--- src/rtl/byte_decode_stream.sv ---
// rtl/byte_decode_stream.sv - streaming ByteDecode_d: packed words in, one D-bit coefficient per handshake out
module byte_decode_stream #(
  parameter int IN_W  = 32,
  parameter int D     = 12,
  parameter int K     = 3,
  parameter int N     = 256,
  parameter int Q     = 3329,
  parameter int OUT_W = 12,
  localparam int PW   = (K > 1) ? $clog2(K) : 1,
  localparam int CW   = (N > 1) ? $clog2(N) : 1
) (
  input  logic             clk,
  input  logic             rst,
  input  logic             start,
  input  logic [IN_W-1:0]  in_data,
  input  logic             in_valid,
  output logic             in_ready,
  output logic [OUT_W-1:0] coeff,
  output logic             coeff_valid,
  input  logic             coeff_ready,
  output logic [PW-1:0]    poly_idx,
  output logic [CW-1:0]    coeff_idx,
  output logic             coeff_last,
  output logic             range_err,
  output logic             busy,
  output logic             done
);

  localparam int TOTAL_BITS = K * N * D;
  localparam int WORDS      = (TOTAL_BITS + IN_W - 1) / IN_W;
  localparam int BUF_W      = IN_W + D - 1;
  localparam int CNT_W      = $clog2(BUF_W + 1);
  localparam int WDW        = $clog2(WORDS + 1);
  localparam int LDW        = $clog2(K * N + 1);

  localparam logic [CNT_W-1:0] D_C     = CNT_W'(D);
  localparam logic [CNT_W-1:0] IN_C    = CNT_W'(IN_W);
  localparam logic [WDW-1:0]   WORDS_C = WDW'(WORDS);
  localparam logic [LDW-1:0]   TOT_C   = LDW'(K * N);
  localparam logic [PW-1:0]    LAST_P  = PW'(K - 1);
  localparam logic [CW-1:0]    LAST_C  = CW'(N - 1);

  localparam logic [1:0] S_IDLE = 2'd0;
  localparam logic [1:0] S_RUN  = 2'd1;
  localparam logic [1:0] S_DONE = 2'd2;

  logic [1:0]       state;
  logic [BUF_W-1:0] buffer, buf_next, ext_in;
  logic [CNT_W-1:0] bit_cnt, cnt_next, cnt_shift;
  logic [WDW-1:0]   words_taken;
  logic [LDW-1:0]   loads;
  logic             out_full;
  logic             accept, load, hs, finish;
  logic [D-1:0]     raw;
  logic [31:0]      raw32;
  logic             raw_bad;
  logic [OUT_W-1:0] val;

  assign busy        = (state == S_RUN);
  assign done        = (state == S_DONE);
  assign in_ready    = busy && (bit_cnt < D_C) && (words_taken < WORDS_C);
  assign coeff_valid = out_full;
  assign coeff_last  = out_full && (poly_idx == LAST_P) && (coeff_idx == LAST_C);

  assign accept = in_valid && in_ready;
  assign hs     = out_full && coeff_ready;
  assign finish = hs && coeff_last;
  // Loads stop once K*N coefficients are out, so surplus tail bits never reach the output.
  assign load   = busy && (bit_cnt >= D_C) && (loads < TOT_C) && (!out_full || coeff_ready);

  // Raw coefficient from the buffer bottom, with conditional mod-q subtraction for 12-bit decode.
  always_comb begin
    raw     = buffer[D-1:0];
    raw32   = 32'(raw);
    raw_bad = (D == 12) && (raw32 >= 32'(Q));
    val     = OUT_W'(raw_bad ? (raw32 - 32'(Q)) : raw32);
  end

  // Gearbox: drop the consumed coefficient first, then append the new word above the remaining bits.
  always_comb begin
    ext_in              = '0;
    ext_in[IN_W-1:0]    = in_data;
    buf_next            = load ? (buffer >> D) : buffer;
    cnt_shift           = load ? (bit_cnt - D_C) : bit_cnt;
    cnt_next            = cnt_shift;
    if (accept) begin
      buf_next = buf_next | (ext_in << cnt_shift);
      cnt_next = cnt_shift + IN_C;
    end
  end

  // Run control, bit buffer, output register and index counters.
  always_ff @(posedge clk or posedge rst) begin
    if (rst) begin
      state       <= S_IDLE;
      buffer      <= '0;
      bit_cnt     <= '0;
      words_taken <= '0;
      loads       <= '0;
      out_full    <= 1'b0;
      coeff       <= '0;
      poly_idx    <= '0;
      coeff_idx   <= '0;
      range_err   <= 1'b0;
    end else begin
      case (state)
        S_IDLE: begin
          if (start) begin
            state       <= S_RUN;
            range_err   <= 1'b0;
            buffer      <= '0;
            bit_cnt     <= '0;
            words_taken <= '0;
            loads       <= '0;
            out_full    <= 1'b0;
            poly_idx    <= '0;
            coeff_idx   <= '0;
          end
        end
        S_RUN: begin
          buffer  <= buf_next;
          bit_cnt <= cnt_next;
          if (accept) words_taken <= words_taken + WDW'(1);
          if (load) begin
            coeff    <= val;
            loads    <= loads + LDW'(1);
            out_full <= 1'b1;
            if (raw_bad) range_err <= 1'b1;
          end else if (hs) begin
            out_full <= 1'b0;
          end
          if (hs) begin
            if (coeff_idx == LAST_C) begin
              coeff_idx <= '0;
              poly_idx  <= coeff_last ? '0 : poly_idx + PW'(1);
            end else begin
              coeff_idx <= coeff_idx + CW'(1);
            end
          end
          if (finish) begin
            state    <= S_DONE;
            buffer   <= '0;
            bit_cnt  <= '0;
            out_full <= 1'b0;
          end
        end
        S_DONE:  state <= S_IDLE;
        default: state <= S_IDLE;
      endcase
    end
  end

endmodule

--- config.mk ---
export PLATFORM = sky130hd
export DESIGN_NAME = byte_decode_stream
export DESIGN_NICKNAME = d
export VERILOG_FILES = /design/src/rtl/byte_decode_stream.sv
export SDC_FILE = /design/constraint.sdc
export NUM_CORES = 1
export LEC_CHECK = 0
export BUFFER_PORTS_ARGS = -buffer_cell sky130_fd_sc_hd__buf_4
export CAP_MARGIN = 20
export CORE_MARGIN = 4
export CORE_UTILIZATION = 30
export DETAILED_ROUTE_END_ITERATION = 8
export GPL_TIMING_DRIVEN = 0
export SKIP_CTS_REPAIR_TIMING = 1
export SYNTH_ARGS = -nofsm -noshare
export SYNTH_HDL_FRONTEND = slang
export SYNTH_SLANG_ARGS = --single-unit
--- constraint.sdc ---
create_clock -name clk -period 3 [get_ports clk]
set_input_delay 0.75 -clock clk [delete_from_list [all_inputs] [get_ports clk]]
set_output_delay 0.75 -clock clk [all_outputs]
set_load 0.05 [all_outputs]
==> run_results.csv <==
group,metric,value,unit
global_route,grt_overflow,0,
sta,slew_headroom,51.7,%
pwr,finalPower,9600,µW
clock_tree,clk_latency,0.35,ns
run_status,status,"completed",
clock_tree,htree_levels,3,
hold_path,hold_path_class,"in2async",
synthesis,syn_nets,861,
clock_tree,clkSinkCount,92,
sta,fmax,334,MHz
pwr,vdd_drop_max,0.436,mV
synthesis,seq_area_frac_synth,33.4,%
critical_path,worstRegToRegCells,8,
global_route,track_usage,20.0,%
finish,final_layout_size_suffix_gt1_share,18.5,%
drt,detail-route-antenna-nets,0,
synthesis,synth-main-ff-cell,"dfrtp_1",
finish,fill_cells,2312,
sta,rsz0062_at_grt,"yes",
critical_path,cp-end-kind,"flip-flop",
floorplanning,io_pins,65,
sta,whs,0.411,ns
critical_path,critPathLaunchType,"flip-flop",
sta,skew,0.0114,ns
finish,syn_to_final_growth,17.5,%
pwr,cellPowerDensity,1190,nW/µm²
drt,first_pass_iters,6,
critical_path,worstPathArrival,3.23,ns
pwr,power.leakage,0.00339,µW
drt,via_per_inst,5.98,
sta,worst_pin_slew,0.715,ns
clock_tree,cts_buffers,9,
run,max_cap_viol_count,0,
clock_tree,clockBufferDepth,2,
synthesis,synthCells,816,
global_route,grt_antenna_before_repair,0,
drt,drc,0,
synthesis,async_flop_share,100,%
drt,routed_wl,26200,µm
floorplanning,die_w,160,µm
floorplanning,die_h,160,µm
synthesis,synthTopCellsByArea,"dfrtp_1 (33%), nand2_1 (7.2%), mux4_2 (3.9%)",
placed_design,placedInstanceArea,7760,µm²
finish,multi_input_area,4230,µm²
critical_path,crit_start,"bit_cnt[2]",
placed_design,gp_congestion,0.975,
drt,dr_total_vias,7055,
drt,drtIter0Drc,899,
critical_path,reg2reg_from,"bit_cnt[2]",
sta,period_minus_slack,2.99,ns
placed_design,dp_hpwl,19500,µm
floorplanning,core_area,22600,µm²
floorplanning,num_rows,55,
floorplanning,dieArea,25500,µm²
synthesis,synth_top_area_share,33.4,%
sta,setup_viol,0,
synthesis,synth_seq_cells,92,
global_route,grt_pass1_wl,40300,µm
critical_path,worstPathMaxFanout,9,
critical_path,critPathKind,"reg2reg",
synthesis,synth_edf_count,0,
synthesis,syn-cell-area,6890,µm²
global_route,grt_pass1_vias,6642,
critical_path,regToRegEndpoint,"buffer[27]",
clock_tree,clock-root-buffer,"clkbuf_16",
drt,wl_per_cell,22.2,µm
sta,final-max-slew-violation-count,0,
clock_tree,path_clk_slew,0.07,ns
clock_tree,cts_tree,"yes",
sta,hold_viol,0,
synthesis,synth_warnings,0,
global_route,grt_max_degree,41,
finish,regArea,2300,µm²
finish,design_area,8090,µm²
floorplanning,initial_core_util,30.4,%
finish,nets,935,
sta,min_period_over_period,99.8,%
synthesis,syn_area_per_cell,8.44,µm²
placed_design,portBuffers,62,
synthesis,yosysTopAreaCell,"dfrtp_1",
synthesis,synth.distinct_cells,73,
critical_path,worstPathRequired,3.24,ns
finish,antenna_cells,0,
critical_path,r2r_slack,0.007,ns
[where the power goes]
| group | internal [µW] | switching (µW) | leakage, µW |
|---|---|---|---|
| sequential | 1670 | 380 | 0.00118 |
| combinational | 2140 | 4250 | 0.00206 |
| clock | 656 | 510 | 0.000148 |
[cell families (layout without fill, tap and decap cells)]
group                      after synthesis  after routing  synth area share [%]
AOI/OAI and AO/OA                      245            245                  25.2
muxes                                   39             39                  8.04
DFF                                     92             92                  33.4
and+or+nand+nor                        322            322                  22.7
xor gates and xnor gates                28             28                  3.56
buffers and inverters                   82            161                  5.67
adders and majority gates                8              8                  1.45
[per-layer routing]
metal  track usage (%)  routed length (µm)
met1              28.9               11400
met2              29.6               11300
met5                 0                   0
met3              4.09                2650
met4              7.38                 863
[Yosys cell counts, types with 9 or more instances]
library cell,n
a211o_1,9
a211oi_1,21
a21oi_1,41
a22oi_1,12
a311o_1,11
a31oi_1,12
and3_1,13
buf_2,26
clkbuf_1,21
dfrtp_1,92
inv_1,18
mux2_2,11
mux2i_1,16
mux4_2,12
nand2_1,132
nand2b_1,11
nand3_1,40
nand4_1,13
nor2_1,51
nor2b_1,15
nor3_1,11
o211ai_1,25
o21ai_0,45
xnor2_1,15
xor2_1,13
[how the worst max path moves through the flow]
| stage | to | slack [ns] | cells after the start |
|---|---|---|---|
| 3_5_place_dp | buffer[27] | -0.20 | 8 |
| 2_1_floorplan | coeff_last | 0.56 | 4 |
| 3_3_place_gp | buffer[27] | -0.24 | 8 |
| 6_report | buffer[27] | 0.007 | 8 |
| 4_1_cts | buffer[27] | -0.02 | 8 |
| 5_1_grt | buffer[27] | -0.04 | 10 |
[placed cells by master (no fill, tap or decap), drive strengths merged, types with 13 or more instances in the layout]
cell / count
nand2: 134
dfrtp: 92
nand3: 42
xor2: 13
mux2i: 16
o21ai: 48
buf: 104
nand4: 13
inv: 21
and3: 13
nor2: 52
clkbuf: 32
nor2b: 15
a21oi: 42
a211oi: 21
o211ai: 25
xnor2: 15
[sequential cells by signal (all words and copies together) (netlist names)]
name / cells
loads: 10
poly_idx: 2
coeff: 12
coeff_valid: 1
bit_cnt: 4
coeff_idx: 8
words_taken: 9
buffer: 43
range_err: 1
state: 2
[worst max-delay path, cell delays in order (launching register included)]
cell       delay, ns
dfrtp_1         0.51
ha_1            0.34
buf_2           0.24
mux2i_1         0.49
nor2_1          0.06
or4_1           0.55
a21oi_1         0.30
a2111oi_2       0.11
a221o_1         0.28
[cell type report]
cell class | instances | area share (%)
Multi-Input combinational cell | 642 | 52.3
Sequential cell | 92 | 28.4
Timing Repair Buffer | 64 | 6.25
Tap cell | 285 | 4.41
Buffer | 62 | 3.91
Clock buffer | 10 | 2.83
Inverter | 19 | 0.989
Clock inverter | 6 | 0.866
[stage by stage]
stage / worst slack [ns] / utilization (%) / setup TNS [ns] / std cells
floorplan: 0.560 / - / 0 / 816
global placement: -0.240 / 34.1 / -0.788 / 1163
detailed placement: -0.200 / 34.3 / -0.630 / 1165
CTS: -0.0169 / 35.6 / -0.0169 / 1181
global route: -0.0411 / 35.7 / -0.0458 / 1180
finish: 0.00712 / 35.7 / 0 / 1180
Power figures use the tool's default switching activity.
